--- src/rtl/ch_debouncer_pkg.sv ---
// Shared constants and types for the parking-spot input conditioner.
package ch_debouncer_pkg;

    // Board-level defaults (spot count, clock rate, debounce window).
    localparam int N_VAGAS     = 8;
    localparam int CLK_HZ      = 50_000_000;
    localparam int DEBOUNCE_MS = 10;

    // 1 ms sample tick; stability window expressed in ticks.
    localparam int DEF_TICK_DIV     = CLK_HZ / 1000;
    localparam int DEF_STABLE_TICKS = DEBOUNCE_MS;

    // One channel's conditioned outputs, grouped for the top-level fan-out.
    typedef struct packed {
        logic clean;
        logic rise;
        logic fall;
    } cell_out_t;

    // Counter width able to hold 0..n-1; never narrower than one bit.
    function automatic int cnt_bits(input int n);
        return (n <= 2) ? 1 : $clog2(n);
    endfunction

endpackage

--- src/rtl/ch_debounce_cell.sv ---
// One channel: stability counter, accepted level and edge pulses.
import ch_debouncer_pkg::*;

module ch_debounce_cell #(
    parameter int STABLE_TICKS = DEF_STABLE_TICKS,
    parameter int CNT_W        = 4
) (
    input  logic clk_internal,
    input  logic rst_n,
    input  logic tick,
    input  logic sync_in,
    output logic clean,
    output logic rise,
    output logic fall
);

    localparam logic [CNT_W-1:0] CNT_LAST = CNT_W'(STABLE_TICKS - 1);

    logic [CNT_W-1:0] cnt;

    // Any agreement restarts the window; a change is accepted only after
    // STABLE_TICKS consecutive mismatching ticks. Pulses share the clean edge.
    always_ff @(posedge clk_internal or negedge rst_n) begin
        if (!rst_n) begin
            cnt   <= '0;
            clean <= 1'b0;
            rise  <= 1'b0;
            fall  <= 1'b0;
        end else begin
            rise <= 1'b0;
            fall <= 1'b0;
            if (sync_in == clean) begin
                cnt <= '0;
            end else if (tick) begin
                if (cnt == CNT_LAST) begin
                    clean <= sync_in;
                    cnt   <= '0;
                    rise  <= sync_in;
                    fall  <= ~sync_in;
                end else begin
                    cnt <= cnt + CNT_W'(1);
                end
            end
        end
    end

endmodule

--- src/rtl/ch_debouncer.sv ---
// Parking-spot switch conditioner: synchronise, debounce, emit edge events.
import ch_debouncer_pkg::*;

module ch_debouncer #(
    parameter int N_CH         = N_VAGAS,
    parameter int TICK_DIV     = DEF_TICK_DIV,
    parameter int STABLE_TICKS = DEF_STABLE_TICKS,
    parameter int CNT_W        = 4
) (
    input  logic            clk_internal,
    input  logic            rst_n,
    input  logic [N_CH-1:0] ch_raw,
    output logic [N_CH-1:0] ch_clean,
    output logic [N_CH-1:0] occ_pulse,
    output logic [N_CH-1:0] free_pulse,
    output logic            any_change
);

    localparam int PW = cnt_bits(TICK_DIV);
    localparam logic [PW-1:0] PSC_LAST = PW'(TICK_DIV - 1);

    logic [1:0][N_CH-1:0] sync_pipe;
    logic [N_CH-1:0]      ch_sync;
    logic [PW-1:0]        psc;
    logic                 tick;
    cell_out_t [N_CH-1:0] cell_q;

    // Two-flop synchroniser; stage 1 is the settled copy of ch_raw.
    always_ff @(posedge clk_internal or negedge rst_n) begin
        if (!rst_n) sync_pipe <= '0;
        else        sync_pipe <= {sync_pipe[0], ch_raw};
    end

    assign ch_sync = sync_pipe[1];

    // Shared sample-tick prescaler, wraps at TICK_DIV-1.
    always_ff @(posedge clk_internal or negedge rst_n) begin
        if (!rst_n)            psc <= '0;
        else if (psc == PSC_LAST) psc <= '0;
        else                   psc <= psc + PW'(1);
    end

    assign tick = (psc == PSC_LAST);

    genvar i;
    generate
        for (i = 0; i < N_CH; i++) begin : g_cell
            ch_debounce_cell #(
                .STABLE_TICKS (STABLE_TICKS),
                .CNT_W        (CNT_W)
            ) u_cell (
                .clk_internal (clk_internal),
                .rst_n        (rst_n),
                .tick         (tick),
                .sync_in      (ch_sync[i]),
                .clean        (cell_q[i].clean),
                .rise         (cell_q[i].rise),
                .fall         (cell_q[i].fall)
            );
            assign ch_clean[i]   = cell_q[i].clean;
            assign occ_pulse[i]  = cell_q[i].rise;
            assign free_pulse[i] = cell_q[i].fall;
        end
    endgenerate

    // Single "something changed" strobe for downstream refresh.
    always_comb begin
        any_change = |(occ_pulse | free_pulse);
    end

endmodule

--- config.mk ---
export PLATFORM = sky130hd
export DESIGN_NAME = ch_debouncer
export DESIGN_NICKNAME = d
export VERILOG_FILES = /design/src/rtl/ch_debouncer_pkg.sv /design/src/rtl/ch_debounce_cell.sv /design/src/rtl/ch_debouncer.sv
export SDC_FILE = /design/constraint.sdc
export NUM_CORES = 1
export LEC_CHECK = 0
export ABC_AREA = 1
export CAP_MARGIN = 20
export CORE_ASPECT_RATIO = 1.4
export CORE_UTILIZATION = 25
export DETAILED_ROUTE_END_ITERATION = 10
export RECOVER_POWER = 100
export REMOVE_ABC_BUFFERS = 1
export SLEW_MARGIN = 25
export SYNTH_ARGS = -nofsm -noshare
export SYNTH_HDL_FRONTEND = slang
export SYNTH_SLANG_ARGS = --single-unit
--- constraint.sdc ---
create_clock -name clk_internal -period 3.45 [get_ports clk_internal]
set_clock_uncertainty 0.05 [all_clocks]
set_input_delay 0.69 -clock clk_internal [delete_from_list [all_inputs] [get_ports clk_internal]]
set_output_delay 0.69 -clock clk_internal [all_outputs]
set_load 0.01 [all_outputs]
==> run summary, run 1 <==
Post-route DRC violation count -> 0
Final instance area -> 5131 µm²
Leakage Power -> 2.630 nW
Global route total overflow -> 0
Number of cells upsized or downsized after cts -> 0
Data arrival at the endpoint of the critical path -> 2.12 ns
Area Overhead vs Synth -> 14.62%
Total of warnings raised by yosys -> 0
Clock buffers created by TritonCTS -> 9
Critical path data required time -> 2.71 ns
Detailed-placement wirelength estimate -> 6483 µm
Antenna Violating Nets Remaining -> 0
Drt wl/cell -> 11.81 µm
Worst Setup Start Kind -> register
Flip-flop and latch count after synthesis -> 88
Clk_lat worst skew -> 0.34 ns
Number of distinct library cells after synthesis -> 26
Post-synth top area share -> 49.19%
Top cells by area, synth -> sky130_fd_sc_hd__dfrtp_1 (49%), sky130_fd_sc_hd__nand3_1 (8.8%), sky130_fd_sc_hd__nand2_1 (8.0%)
Comb power frac -> 2.2%
Flip-flop cell with the highest count after synthesis -> sky130_fd_sc_hd__dfrtp_1
Post-layout total power -> 2.072 mW
Capturing point of the worst reg2reg path -> g_cell[3].u_cell.rise
Number of synthesized flops with an enable pin -> 0
Starting Density -> 25.62%
Number of rows created at floorplan -> 57
Final Hold Vio Count -> 0
Diode insertion count for antenna repair -> 0
Avg Inst Size Synth -> 8.593 µm²
Wire length of the first global-routing pass -> 15,810 µm
Non-filler cells, final -> 772
Weighted congestion at the end of routability-driven global placement -> 0.8233
Clk sink count -> 88
Clock network power share -> 47.1%
Number of input and output port buffers inserted -> 34
Post CTS Setup Buffer Count -> 0
IR drop worst, VDD -> 0.2060 mV
Reg2reg start -> psc[5]
End of the worst hold path -> ch_sync[4]
Maximum root-to-sink buffer count -> 2
Core Region -> 17,470 µm²
P_int -> 1.643 mW
Max-capacitance violation count -> 0
Number of cells on the worst hold path -> 0
Final worst-path cycle share -> 82.99%
Hold wc startpoint -> sync_pipe[4]
Result of the run -> finished clean
Total number of vias -> 3,261
Largest net degree at the start of global routing -> 50
Placed Area -> 4876 µm²
Switching component of the power -> 429.6 µW
Cell-by-cell trace of the critical path -> nor4_1 -> nand4_1 -> dlygate4sd3_1
Slew at the pin with the worst max-slew slack -> 1.273 ns
Top Family by Delay on Critical Path -> simple AND/OR/NAND/NOR gates
Worst-case register-to-register setup slack -> 0.85 ns
Number of H-tree levels -> 3
Overall die area -> 18,450 µm²
Power share of the sequential group -> 50.7%
Highest clock rate -> 349.3 MHz
RSZ-0062 raised after global routing -> no
Fraction of layout cells with a size suffix above 1 -> 4.664%
Slew margin rel. -> 14.96%
Cell count after synthesis -> 521
Shortest period the worst path allows -> 2.863 ns
First-pass iteration count of the detailed router -> 6
Buffer and inverter count on the worst path -> 1
Pre-CTS worst setup slack -> 1.065 ns
Number of cells traversed by the worst register-to-register path -> 7
Final Slew Violations -> 0
Net switching share of the total power -> 20.73%
Sum of negative setup slack -> 0 ns
Critical path endpoint category -> output port
Initial DRC Count -> 131
Nets -> 560
Cell count after placement -> 758
Critical path class -> reg -> out
Post-detailed-routing wire length -> 9117 µm
Via count of the first global-routing pass -> 3,209
Worst path setup slack after routing -> 0.5869 ns
TritonCTS clock tree -> built
Delay contributed by the slowest stage of the critical path -> 0.67 ns
Power density over cell area -> 403.9 nW/µm²
Die width -> 115.1 µm
Cell taking the most area after synthesis -> sky130_fd_sc_hd__dfrtp_1
Netlist area before placement -> 4477 µm²
GRT Overall Usage -> 11.14%
Number of buffers added to fix hold violations after cts -> 0
Clock transition at the registers of the reported paths -> 0.06 ns
Sequential area share after synthesis -> 49.19%
Fraction of registers with async set/reset -> 100.0%
Maximum fanout along the worst path -> 2
Chip height -> 160.3 µm
Standard cell with the maximum stage delay on the critical path -> sky130_fd_sc_hd__dlygate4sd3_1
Clock Root Buffer -> sky130_fd_sc_hd__clkbuf_16
Class of the worst hold path -> reg -> reg
Post-DR vias/cell -> 4.224
Final setup violation count -> 0
Antenna violations before repair -> 0
I/O pins -> 35
==> power groups by stage <==
stage / clock [mW] / combinational, mW / sequential, mW
2_1_floorplan: 0 / 0.0146 / 1.07
3_3_place_gp: 0 / 0.0528 / 1.07
3_5_place_dp: 0 / 0.0532 / 1.07
4_1_cts: 1.01 / 0.0532 / 1.05
5_1_grt: 1.06 / 0.0544 / 1.05
6_report: 0.976 / 0.0463 / 1.05
==> cell usage in the layout, fill, tap and decap left out, drive strengths merged <==
cell         Yosys  layout
nor2            83      83
dlygate4sd3      0      33
bufinv           0       1
a31oi            1       1
o21ai            6       6
xor2            20      20
inv             49      49
clkinvlp         0       1
clkinv           0       1
nor3             6       6
nand3           80      80
dfrtp           88      88
nand4           19      19
nor4             4       4
nand2           97      97
clkbuf           4      14
and2             2       2
ha              17      17
a21oi           11      11
xnor2            3       3
==> area by class of cell <==
type,instances,area [µm²]
clock buffers,11,252.7
clock inverters,3,42.54
fillers,1856,12340
inverters,49,183.9
multi-input cells,349,1809
flip-flops and latches,88,2202
well taps,236,295.3
repair buffers,36,345.3
==> registers in the layout, indices dropped and copies added (netlist names) <==
signal and count:
g_cell.u_cell.clean 8, g_cell.u_cell.rise 8, g_cell.u_cell.fall 8, g_cell.u_cell.cnt 32
ch_sync 8, psc 16, sync_pipe 8
==> synthesized netlist by cell type (all sizes together), types with 6 or more instances <==
cell type	instances
xor2	20
ha	17
nand4	19
nor2	83
nand3	80
nand2	97
buf	31
a21oi	11
nor3	6
inv	49
o21ai	6
dfrtp	88
==> metal layers <==
layer | up-vias | track usage [%] | part of all wire, %
met1 | 1538 | 12.86 | 45
met2 | 38 | 19.36 | 51
met4 | 0 | 5.549 | 2.1
met3 | 9 | 2.226 | 2.4
met5 | - | 0 | 0
li1 | 1676 | - | -
==> worst max path at each step <==
stage / start / end / slack, ns / cells past startpoint
after floorplan: psc[0] / g_cell[7].u_cell.clean / 1.73 / 8
after global placement: g_cell[2].u_cell.rise / any_change / 1.07 / 3
after detailed placement: g_cell[2].u_cell.fall / any_change / 1.06 / 3
after CTS: g_cell[2].u_cell.fall / any_change / 0.67 / 3
after global routing: psc[5] / g_cell[5].u_cell.fall / 0.43 / 7
final: g_cell[2].u_cell.fall / any_change / 0.59 / 3
==> through the flow <==
step	hold slack, ns	utilization (%)
after floorplan	0.2812	-
after global placement	0.2818	27.91
after detailed placement	0.2847	27.91
after CTS	0.2977	29.60
after global routing	0.3003	29.37
final	0.2966	29.37
==> kinds of logic (layout without fill, tap and decap cells) <==
kind of cell    Yosys count  count (layout)  share of synthesized area (%)
simple gates            291             291                          29.07
flops                    88              88                          49.19
buf+inv                  84              99                          9.950
xor+xnor                 23              23                          5.003
compound gates           18              18                          2.040
fa+ha+maj                17              17                          4.751
(Power assumes the default switching activity.)
==> run 2, diff against run 1 <==
- clock period: 3.45 -> 2.9 ns (I/O delays scaled with it)
==> run summary, run 2 (synthesis results as in run 1) <==
Result of the run -> finished clean (unchanged)
Top library cells by usage in the layout, fill and taps aside -> sky130_fd_sc_hd__nand2_1 (97), sky130_fd_sc_hd__dfrtp_1 (88), sky130_fd_sc_hd__nor2_1 (81) (was sky130_fd_sc_hd__nand2_1 (97), sky130_fd_sc_hd__dfrtp_1 (88), sky130_fd_sc_hd__nor2_1 (82))
Critical path class -> reg -> out (unchanged)
RSZ-0062 raised after global routing -> no (unchanged)
Fraction of layout cells with a size suffix above 1 -> 4.444% (was 4.664%)
Cell-by-cell trace of the critical path -> nor4_1 -> nand4_1 -> dlygate4sd3_1 (unchanged)
Slew at the pin with the worst max-slew slack -> 1.024 ns (was 1.273 ns)
Buffer and inverter count on the worst path -> 1 (unchanged)
Number of rows created at floorplan -> 57 (unchanged)
Total number of vias -> 3,338 (was 3,261)
Antenna Violating Nets Remaining -> 0 (unchanged)
Register ranked first by flip-flop count -> g_cell.u_cell.cnt (unchanged)
IR drop worst, VDD -> 0.3029 mV (was 0.2060 mV)
Clock buffers created by TritonCTS -> 9 (unchanged)
Number of buffers added to fix hold violations after cts -> 0 (unchanged)
Via count of the first global-routing pass -> 3,325 (was 3,209)
Detailed-placement wirelength estimate -> 6609 µm (was 6483 µm)
Top Family by Delay on Critical Path -> simple AND/OR/NAND/NOR gates (unchanged)
Nets -> 563 (was 560)
First-pass iteration count of the detailed router -> 4 (was 6)
Final setup violation count -> 0 (unchanged)
Area Overhead vs Synth -> 14.78% (was 14.62%)
Power density over cell area -> 476.9 nW/µm² (was 403.9 nW/µm²)
Worst hold slack -> 0.2961 ns (was 0.2966 ns)
Clk_lat worst skew -> 0.34 ns (about the same)
Largest net degree at the start of global routing -> 43 (was 50)
Overall die area -> 18,450 µm² (unchanged)
Number of input and output port buffers inserted -> 34 (unchanged)
Data arrival at the endpoint of the critical path -> 2.00 ns (was 2.12 ns)
Class of the worst hold path -> reg -> reg (unchanged)
GRT Overall Usage -> 10.80% (was 11.14%)
Sum of negative setup slack -> 0 ns (unchanged)
Number of fill cells -> 1,848 (was 1,856)
Clk sink count -> 88 (unchanged)
Weighted congestion at the end of routability-driven global placement -> 0.8106 (was 0.8233)
Drt wl/cell -> 11.86 µm (was 11.81 µm)
Number of H-tree levels -> 3 (unchanged)
Critical path endpoint category -> output port (unchanged)
Critical path data required time -> 2.27 ns (was 2.71 ns)
Shortest period the worst path allows -> 2.634 ns
Antenna violations before repair -> 0 (unchanged)
Core Region -> 17,470 µm² (unchanged)
Initial DRC Count -> 137 (was 131)
Final Hold Vio Count -> 0 (unchanged)
Post CTS Setup Buffer Count -> 0 (unchanged)
I/O pins -> 35 (unchanged)
Slew margin rel. -> 31.72% (was 14.96%)
Final Slew Violations -> 0 (unchanged)
Clock Root Buffer -> sky130_fd_sc_hd__clkbuf_16 (unchanged)
TritonCTS clock tree -> built (unchanged)
Wire length of the first global-routing pass -> 15,500 µm (was 15,810 µm)
Die width -> 115.1 µm (unchanged)
Worst Setup Start Kind -> register (unchanged)
Maximum root-to-sink buffer count -> 2 (unchanged)
Chip height -> 160.3 µm (unchanged)
Diode insertion count for antenna repair -> 0 (unchanged)
Clock transition at the registers of the reported paths -> 0.06 ns (about the same)
Post-route DRC violation count -> 0 (unchanged)
Post-DR vias/cell -> 4.302 (was 4.224)
Delay contributed by the slowest stage of the critical path -> 0.64 ns (was 0.67 ns)
Pre-CTS worst setup slack -> 0.6321 ns (was 1.065 ns)
Final worst-path cycle share -> 90.81%
Leading cell type in the layout, fill and taps excluded -> sky130_fd_sc_hd__nand2_1 (unchanged)
Registers with the highest flip-flop counts -> g_cell.u_cell.cnt: 32 flops, psc: 16 flops (unchanged)
Leakage Power -> 2.628 nW (was 2.630 nW)
Flip-flop count of the largest register, all copies and words added -> 32 (unchanged)
Starting Density -> 25.62% (unchanged)
Maximum fanout along the worst path -> 2 (unchanged)
Number of cells upsized or downsized after cts -> 0 (unchanged)
Post-detailed-routing wire length -> 9200 µm (was 9117 µm)
Standard cell with the maximum stage delay on the critical path -> sky130_fd_sc_hd__dlygate4sd3_1 (unchanged)
Worst path setup slack after routing -> 0.2664 ns (was 0.5869 ns)
Highest clock rate -> 379.7 MHz
Global route total overflow -> 0 (unchanged)
Max-capacitance violation count -> 0 (unchanged)
run 2: cell types whose count changed in the layout (fill, tap and decap cells not counted):
cell and delta:
sky130_fd_sc_hd__clkbuf_8 -1, sky130_fd_sc_hd__nor2_1 -1, sky130_fd_sc_hd__nand3_2 -1, sky130_fd_sc_hd__nand3_1 +1, sky130_fd_sc_hd__nor2_4 +1, sky130_fd_sc_hd__clkbuf_1 +5
run 2: final timing paths:
kind	from	cells past startpoint	slack, ns	endpoint
max	g_cell[0].u_cell.fall	3	0.27	any_change
min	sync_pipe[0]	0	0.30	ch_sync[0]
max reg2reg	psc[0]	8	0.62	g_cell[4].u_cell.cnt[1]
min reg2reg	sync_pipe[0]	0	0.30	ch_sync[0]
max in group asynchronous	rst_n	2	1.03	g_cell[5].u_cell.rise
min in group asynchronous	rst_n	1	0.36	g_cell[1].u_cell.cnt[3]
run 2: metrics by stage:
stage	cells	util [%]	cell area, µm²	total power, mW
2_1_floorplan	486	-	4215	1.286
3_3_place_gp	761	28.03	4898	1.335
3_5_place_dp	761	28.03	4898	1.337
4_1_cts	776	29.69	5187	2.490
5_1_grt	776	29.41	5139	2.537
6_report	776	29.41	5139	2.451
run 2: layout make-up:
cell class	instances	area, µm²	share of cell area, %
clock buffers	12	246.5	4.797
inverters	49	183.9	3.579
clock inverters	3	42.54	0.8279
repair buffers	39	356.6	6.939
multi-input cells	349	1812	35.26
flip-flops and latches	88	2202	42.85
well taps	236	295.3	5.746
run 2: routing by layer:
| layer | track usage (%) | share of wire, % | vias up |
|---|---|---|---|
| met5 | 0 | 0 | - |
| met4 | 6.257 | 3.1 | 0 |
| met3 | 1.585 | 2.1 | 21 |
| met2 | 19.17 | 51 | 42 |
| met1 | 12.10 | 43 | 1590 |
| li1 | - | - | 1685 |
run 2: power breakdown:
group | internal (mW) | switching (mW)
registers | 1.24 | 0.00959
clock network | 0.686 | 0.460
logic | 0.0125 | 0.0436
total | 1.94 | 0.513
==> run 3, diff against run 2 <==
- SLEW_MARGIN: 25 -> unset
==> results of run 3 <==
No change in the layout: final DEF, timing and power equal those of run 2.
